===== src/rtl/layer_ram_cache.sv =====
// Fully associative FIFO-replacement read cache between the layer RAM front end and SDRAM.
// Optional macro LAYER_RAM_CACHE_BYPASS_EN forwards fill data to the lookup outputs in the write cycle.
module layer_ram_cache #(
  parameter int CACHE_DEPTH = 4
) (
  input  logic        clk_n,
  input  logic        rst,
  input  logic        write_en,
  input  logic [5:0]  layer,
  input  logic [23:0] addr_words,
  input  logic [15:0] data_i,
  output logic [15:0] data_o,
  output logic        data_o_valid
);

  localparam int PTR_W = (CACHE_DEPTH > 1) ? $clog2(CACHE_DEPTH) : 1;
  localparam logic [PTR_W-1:0] PTR_LAST = PTR_W'(CACHE_DEPTH - 1);

  logic [CACHE_DEPTH-1:0] valid_q, valid_d;
  logic [PTR_W-1:0]       ptr_q, ptr_d;
  logic [5:0]             layer_tag_q [CACHE_DEPTH];
  logic [5:0]             layer_tag_d [CACHE_DEPTH];
  logic [23:0]            addr_tag_q  [CACHE_DEPTH];
  logic [23:0]            addr_tag_d  [CACHE_DEPTH];
  logic [15:0]            data_q      [CACHE_DEPTH];
  logic [15:0]            data_d      [CACHE_DEPTH];

  logic [CACHE_DEPTH-1:0] hit;
  logic                   any_hit;
  logic [15:0]            hit_data;

  genvar gi;
  generate
    for (gi = 0; gi < CACHE_DEPTH; gi++) begin : g_match
      assign hit[gi] = valid_q[gi] && (layer_tag_q[gi] == layer) && (addr_tag_q[gi] == addr_words);
    end
  endgenerate

  // Tags are unique, so OR-ing the masked data words yields the single hit's data.
  always_comb begin
    hit_data = '0;
    for (int i = 0; i < CACHE_DEPTH; i++) begin
      if (hit[i]) begin
        hit_data = hit_data | data_q[i];
      end
    end
  end

  assign any_hit = |hit;

`ifdef LAYER_RAM_CACHE_BYPASS_EN
  // Forwarding is suppressed while reset holds the cache empty.
  always_comb begin
    data_o_valid = any_hit;
    data_o       = hit_data;
    if (write_en && rst) begin
      data_o_valid = 1'b1;
      data_o       = data_i;
    end
  end
`else
  always_comb begin
    data_o_valid = any_hit;
    data_o       = hit_data;
  end
`endif

  always_comb begin
    valid_d     = valid_q;
    ptr_d       = ptr_q;
    layer_tag_d = layer_tag_q;
    addr_tag_d  = addr_tag_q;
    data_d      = data_q;
    if (write_en) begin
      if (any_hit) begin
        for (int i = 0; i < CACHE_DEPTH; i++) begin
          if (hit[i]) begin
            data_d[i] = data_i;
          end
        end
      end else begin
        valid_d[ptr_q]     = 1'b1;
        layer_tag_d[ptr_q] = layer;
        addr_tag_d[ptr_q]  = addr_words;
        data_d[ptr_q]      = data_i;
        ptr_d              = (ptr_q == PTR_LAST) ? '0 : ptr_q + 1'b1;
      end
    end
  end

  always_ff @(posedge clk_n or negedge rst) begin
    if (!rst) begin
      valid_q <= '0;
      ptr_q   <= '0;
    end else begin
      valid_q <= valid_d;
      ptr_q   <= ptr_d;
    end
  end

  // Tag and data contents are meaningless while their valid bit is clear, so they carry no reset.
  always_ff @(posedge clk_n) begin
    layer_tag_q <= layer_tag_d;
    addr_tag_q  <= addr_tag_d;
    data_q      <= data_d;
  end

endmodule


===== config.mk =====
export PLATFORM = sky130hd
export DESIGN_NAME = layer_ram_cache
export DESIGN_NICKNAME = d
export VERILOG_FILES = /design/src/rtl/layer_ram_cache.sv
export SDC_FILE = /design/constraint.sdc
export NUM_CORES = 1
export LEC_CHECK = 0
export CAP_MARGIN = 20
export CORE_MARGIN = 1
export CORE_UTILIZATION = 25
export DETAILED_ROUTE_END_ITERATION = 10
export GPL_TIMING_DRIVEN = 0
export SLEW_MARGIN = 20
export SYNTH_ARGS = -nofsm -noshare
export SYNTH_HDL_FRONTEND = slang
export SYNTH_SLANG_ARGS = --single-unit

===== constraint.sdc =====
create_clock -name clk_n -period 3.1 [get_ports clk_n]
set_input_delay 0.62 -clock clk_n [delete_from_list [all_inputs] [get_ports clk_n]]
set_output_delay 0.62 -clock clk_n [all_outputs]
set_load 0.02 [all_outputs]

Yosys cells after proc, flatten, opt, wreduce, memory -nomap -nowiden --
Index checks and enable logic that the tools add are counted.
Cells by class: add/sub/neg operators 1, magnitude comparators 4, muxes and demuxes 21, reductions and logical operators 16, equality and inequality tests 13, bitwise gates (word level) 6
Operators by type and width (count):
- 2-to-1 mux 16 bit | 9
- bitwise mux 96 bit | 1
- equality test 24 bit | 4
- bitwise mux 64 bit | 1
- 2-to-1 mux 64 bit | 1
- demux 24 bit (select 2 bit) | 1
- OR 16 bit | 3
- demux 16 bit (select 2 bit) | 1
- bitwise mux 24 bit | 1
- equality test 6 bit | 4
- 2-to-1 mux 24 bit | 1
- demux 6 bit (select 2 bit) | 1
- logical AND 1 bit | 10
- AND reduction 2 bit | 5
- != test 2 x 1 -> 1 bit, second input constant | 4
- 2-to-1 mux 6 bit | 1
- OR 4 bit | 1
- OR reduction 4 bit | 1
- >= comparator 3 bit, second input constant | 1
- less-than comparator 2 x 3 -> 1 bit, second input constant | 1
- less-than comparator 3 x 1 -> 1 bit, second input constant | 1
- NOT 2 -> 3 bit | 1
- adder 2 x 1 -> 2 bit, second input constant | 1
- demux 1 bit (select 2 bit) | 1
- other kinds (5) | 5
Word-level totals: register bits 190, bits of input ports 49

Logic depth before layout (Yosys ltp) --
depth after elaboration 10, gate-level depth with buffers 10, gate-level depth less buffers 8

Worst setup path after synthesis --
Ideal clock, no wire load.
kind input -> register, start input port addr_words[8], end register data_q[48] (netlist name), enable pin, path slack -206 ps, library setup time 390 ps, data arrival time 2915 ps, stages on the path 7, data required time 2710 ps, cells stage by stage clkbuf_1 -> xnor2_1 -> nand4_1 -> or4_1 -> nor4_4 -> a21oi_1 -> nor2b_1
Between the ends: word-level cells in the longest chain between the ends 5, elaborated cells between the ends (all ways) 11, classes of those cells eq/ne: 5; reduce/logical: 6
RTL lines:
- start, declared | line 10 | input logic [23:0] addr_words,
- equality test 24 bit | line 35 | assign hit[gi] = valid_q[gi] && (layer_tag_q[gi] == layer) && (addr_tag_q[gi] == addr_words);
- logical AND 1 bit | line 35
- OR reduction 4 bit | line 49 | assign any_hit = |hit;
- != test 2 x 1 -> 1 bit (no line) *
- AND reduction 2 bit (no line) *
- end signal, assigned | line 105 | data_q <= data_d;
- end, declared | line 25 | logic [15:0] data_q [CACHE_DEPTH];
Every way passes the cells marked *; elsewhere a longest branch is shown, timed or not. A chain may end at the register's enable or synchronous reset.

Worst setup path after layout --
start input port addr_words[13], end output port data_o[7]
Between the ends: word-level cells in the longest chain between the ends 9, elaborated cells between the ends (all ways) 15, classes of those cells eq/ne: 4; mux: 4; bitwise: 3; reduce/logical: 4
RTL lines:
- equality test 24 bit | line 35
- logical AND 1 bit | line 35
- 2-to-1 mux 16 bit | line 43 | if (hit[i]) begin
- OR 16 bit | line 44 | hit_data = hit_data | data_q[i];
- 2-to-1 mux 16 bit | line 43
- OR 16 bit | line 44
- 2-to-1 mux 16 bit | line 43
- OR 16 bit | line 44
- 2-to-1 mux 16 bit * | line 43
- end, declared | line 12 | output logic [15:0] data_o,
Marked as above.

==> run metrics <==
status=complete, but fails checks; failing checks=negative setup slack; crit-path max FO=6; Final GP Congestion=0.7231; die extent in x=182.2 microns; FF+latch count, synth=190; switching share of power=0.2892; crit path launch type=input pin; syn nets=578; ANT cells=0; DRT antenna net count=0; Finished Core Util=0.3389; wirelength, routed=around 19000 microns; synthesized area per cell=15.47 sq um; cells after synthesis=525; Compound-Gate Fraction of Synth Area=0.03328; FF-to-FF path depth=11; initial antenna violation count=0; TritonCTS sink count=190; CTS Buf Count=17; WL met1=around 8300 microns; yosys warns=0; CTS tree=yes; CP Cell Sequence=buf_2, buf_6, xnor2_4, nand4_1, or4_4, nor4_4, clkbuf_8, buf_8, a22oi_2, nand2_1, buf_6; routed vias/inst=4.287; hold-critical path depth=1; Initial DRC Count=347; final cell count without fillers=1056; adder-cell share of the synthesized area=0.006163; core area=31720 sq um; wire per inst=roughly 18 microns; maximum clock path buffer count=2; initial core utilization=0.2560; DIE HEIGHT=182.2 microns; RSZ-0062 raised after global routing=true; root buffer cell=clkbuf_16; hold_sp=addr_words[10]; clk_lat worst skew=~440 ps; Slowest-stage cell, CP=or4_4; I/O pin count=66; Worst-Margin Slew=roughly 580 ps; peak supply drop=0.4126 mV; combinational share of power=0.180; synthesized area=8120 sq um; Cell Int Power=4.916 mW; met2 routed WL=9545 microns; Hold Crit Class=in -> reg; Critical Path AT=2770 ps; Max stage delay on crit path=590 ps; remaining global-route overflow=0; port bufs=65; crit path kind=in -> out; uppermost layer routed=met4; placed insts=993; GRT Overall Usage=0.1147; mux contribution to synthesized area=0; RR Startpoint=addr_tag_q[61]; Final Hold Viols=0; Post-DP Area=just over 9000 sq um; # H-tree levels=4; synth-to-layout area growth=32.37%; normalized max-slew margin=0.6159; HPWL after detailed placement=about 12000 microns; largest family of logic cells by synthesized area=XOR/XNOR gates; FILL cells=a little over 3000; NetSw=2.000 mW; global-route wire length before repair=27700 microns; Final Worst Setup Slack=-293.9 ps; largest net degree at the start of global routing=32; clk slew on worst S/H paths=70 ps; die area=33210 sq um; clock skew=~12 ps; Max Cap Violations=0; simple-gate share of the synthesized area=0.1137; vias in the first global route=4492; Post-Place Worst Slack=-1827 ps; period utilization=1.095; Distinct cells, synth=27; post-route minimum period=3394 ps; Static Leak=3.647 nW; drt pass-1 iters=4; met3 routed WL=752 microns; # rows=between 60 and 70; worst path required time=between 2000 and 2500 ps; Crit. End Element=output port; final instance area=10750 sq um; DRC Markers=0; fmax=294.6 MHz; Seq pwr share=0.507; CP most frequent cell=buf_6; clock share of power=0.313; share of cells above drive strength 1=0.3333; XOR/XNOR share of the synthesized area=0.1294; Final Max Slew Viols=0; Tot Pwr=~6.9 mW; reg2reg setup slack=90 ps; vias post-DR=4527; Nets=694; PD cells=643.4 nW/um^2; Hold Path End=addr_tag_q[58]; r2r endpoint=data_q[14]; Setup-failing EPs final=17; post-synthesis sequential area ratio=0.6989
[area by class of cell]
type	instances	area [sq um]	area share
flip-flops and latches	190	5675	0.5280
multi-input cells	306	2799	0.2604
repair buffers	94	848.3	0.07892
well taps	402	503.0	0.04679
clock buffers	17	425.4	0.03958
plain buffers	29	316.6	0.02945
clock inverters	15	170.2	0.01583
inverters	3	11.26	0.001048
[what timing repair did]
action,4_1_cts,5_1_grt
buffers inserted,23,5
gates cloned,0,3
setup endpoints to repair,271,129
pin swaps,40,28
gates resized for setup,322,34
hold buffers,0,0
[sequential cells by signal (all words and copies together), names as in the netlist]
signal	flops
ptr_q	2
data_q	64
valid_q	4
addr_tag_q	96
layer_tag_q	24
[how the worst max path moves through the flow]
stage	slack (ps)	from	end	cells past startpoint
after floorplan	40	addr_words[15]	data_o[10]	8
after global placement	-1790	addr_words[11]	data_o[8]	9
after detailed placement	-1830	addr_words[1]	data_o[7]	9
after CTS	-450	addr_tag_q[61]	data_o[6]	9
after global routing	-400	addr_words[14]	data_o[9]	10
final	-290	addr_words[13]	data_o[7]	11
[placed cells by master, fill, tap and decap left out, types with 6 or more instances in the layout]
cell and instances:
a22oi_1 19, a22oi_2 13, buf_2 26, buf_4 16, buf_6 40, clkbuf_16 17, clkbuf_8 9, clkdlybuf4s50_1 18
dfrtp_1 6, edfxtp_1 184, nand2_1 9, nand2_2 7, nand4_1 28, nor2b_1 64, xnor2_1 73, xnor2_2 24
xnor2_4 7, xor2_1 16
[cell families after synthesis]
group,after synthesis
AOI/OAI and AO/OA,38
xor gates and xnor gates,120
adders and majority gates,4
buffers and inverters,32
DFF,190
and+or+nand+nor,141
[power groups by stage]
| stage | registers (mW) | logic [mW] | clock network (mW) |
|---|---|---|---|
| 6_report | 3.51 | 1.25 | 2.16 |
| 5_1_grt | 3.54 | 1.35 | 2.28 |
| 4_1_cts | 3.50 | 1.21 | 2.21 |
| 3_5_place_dp | 3.54 | 1.11 | 0 |
| 3_3_place_gp | 3.52 | 1.08 | 0 |
| 2_1_floorplan | 3.51 | 0.693 | 0 |
[worst max-delay path: cells and delay by family]
family                 cells  cell delay (ps)
AO/OA/AOI/OAI              1               70
XOR/XNOR                   1              170
buffers and inverters      5              760
AND/OR/NAND/NOR            4             1130
[synth_stat cells]
cell        n  area (sq um)
a21oi_1     4         20.02
a22oi_1    32         240.2
and2_1      1         6.260
and3_1      1         6.260
and3_4      3         33.78
buf_2      18         90.09
buf_6       1         11.26
clkbuf_1   10         37.54
dfrtp_1     6         150.1
edfxtp_1  184          5525
ha_1        4         50.05
inv_1       2         7.510
inv_2       1         3.750
nand2_1    16         60.06
nand3_1     2         10.01
nand4_1    28         175.2
nor2_1      1         3.750
nor2_2      4         25.02
nor2b_1    68         425.4
nor4_1      4         25.02
nor4_2      1         12.51
nor4_4      4         85.08
o21ai_1     2         10.01
or2_1       4         25.02
or4_1       4         30.03
xnor2_1   104         910.9
xor2_1     16         140.1
[through the flow]
stage / hold slack, ps / TNS (ps)
after CTS: 409.0 / -6316
after detailed placement: 451.2 / -274490
after global routing: 415.6 / -6465
final: 422.2 / -3691
after global placement: 446.1 / -283830
after floorplan: 324.4 / 0
[metal layers]
layer	up-vias	global-route usage
li1	2152	-
met1	2273	0.1466
met2	84	0.1896
met3	18	0.02395
met4	0	0.04571
met5	-	0
Power figures use the tool's default switching activity.
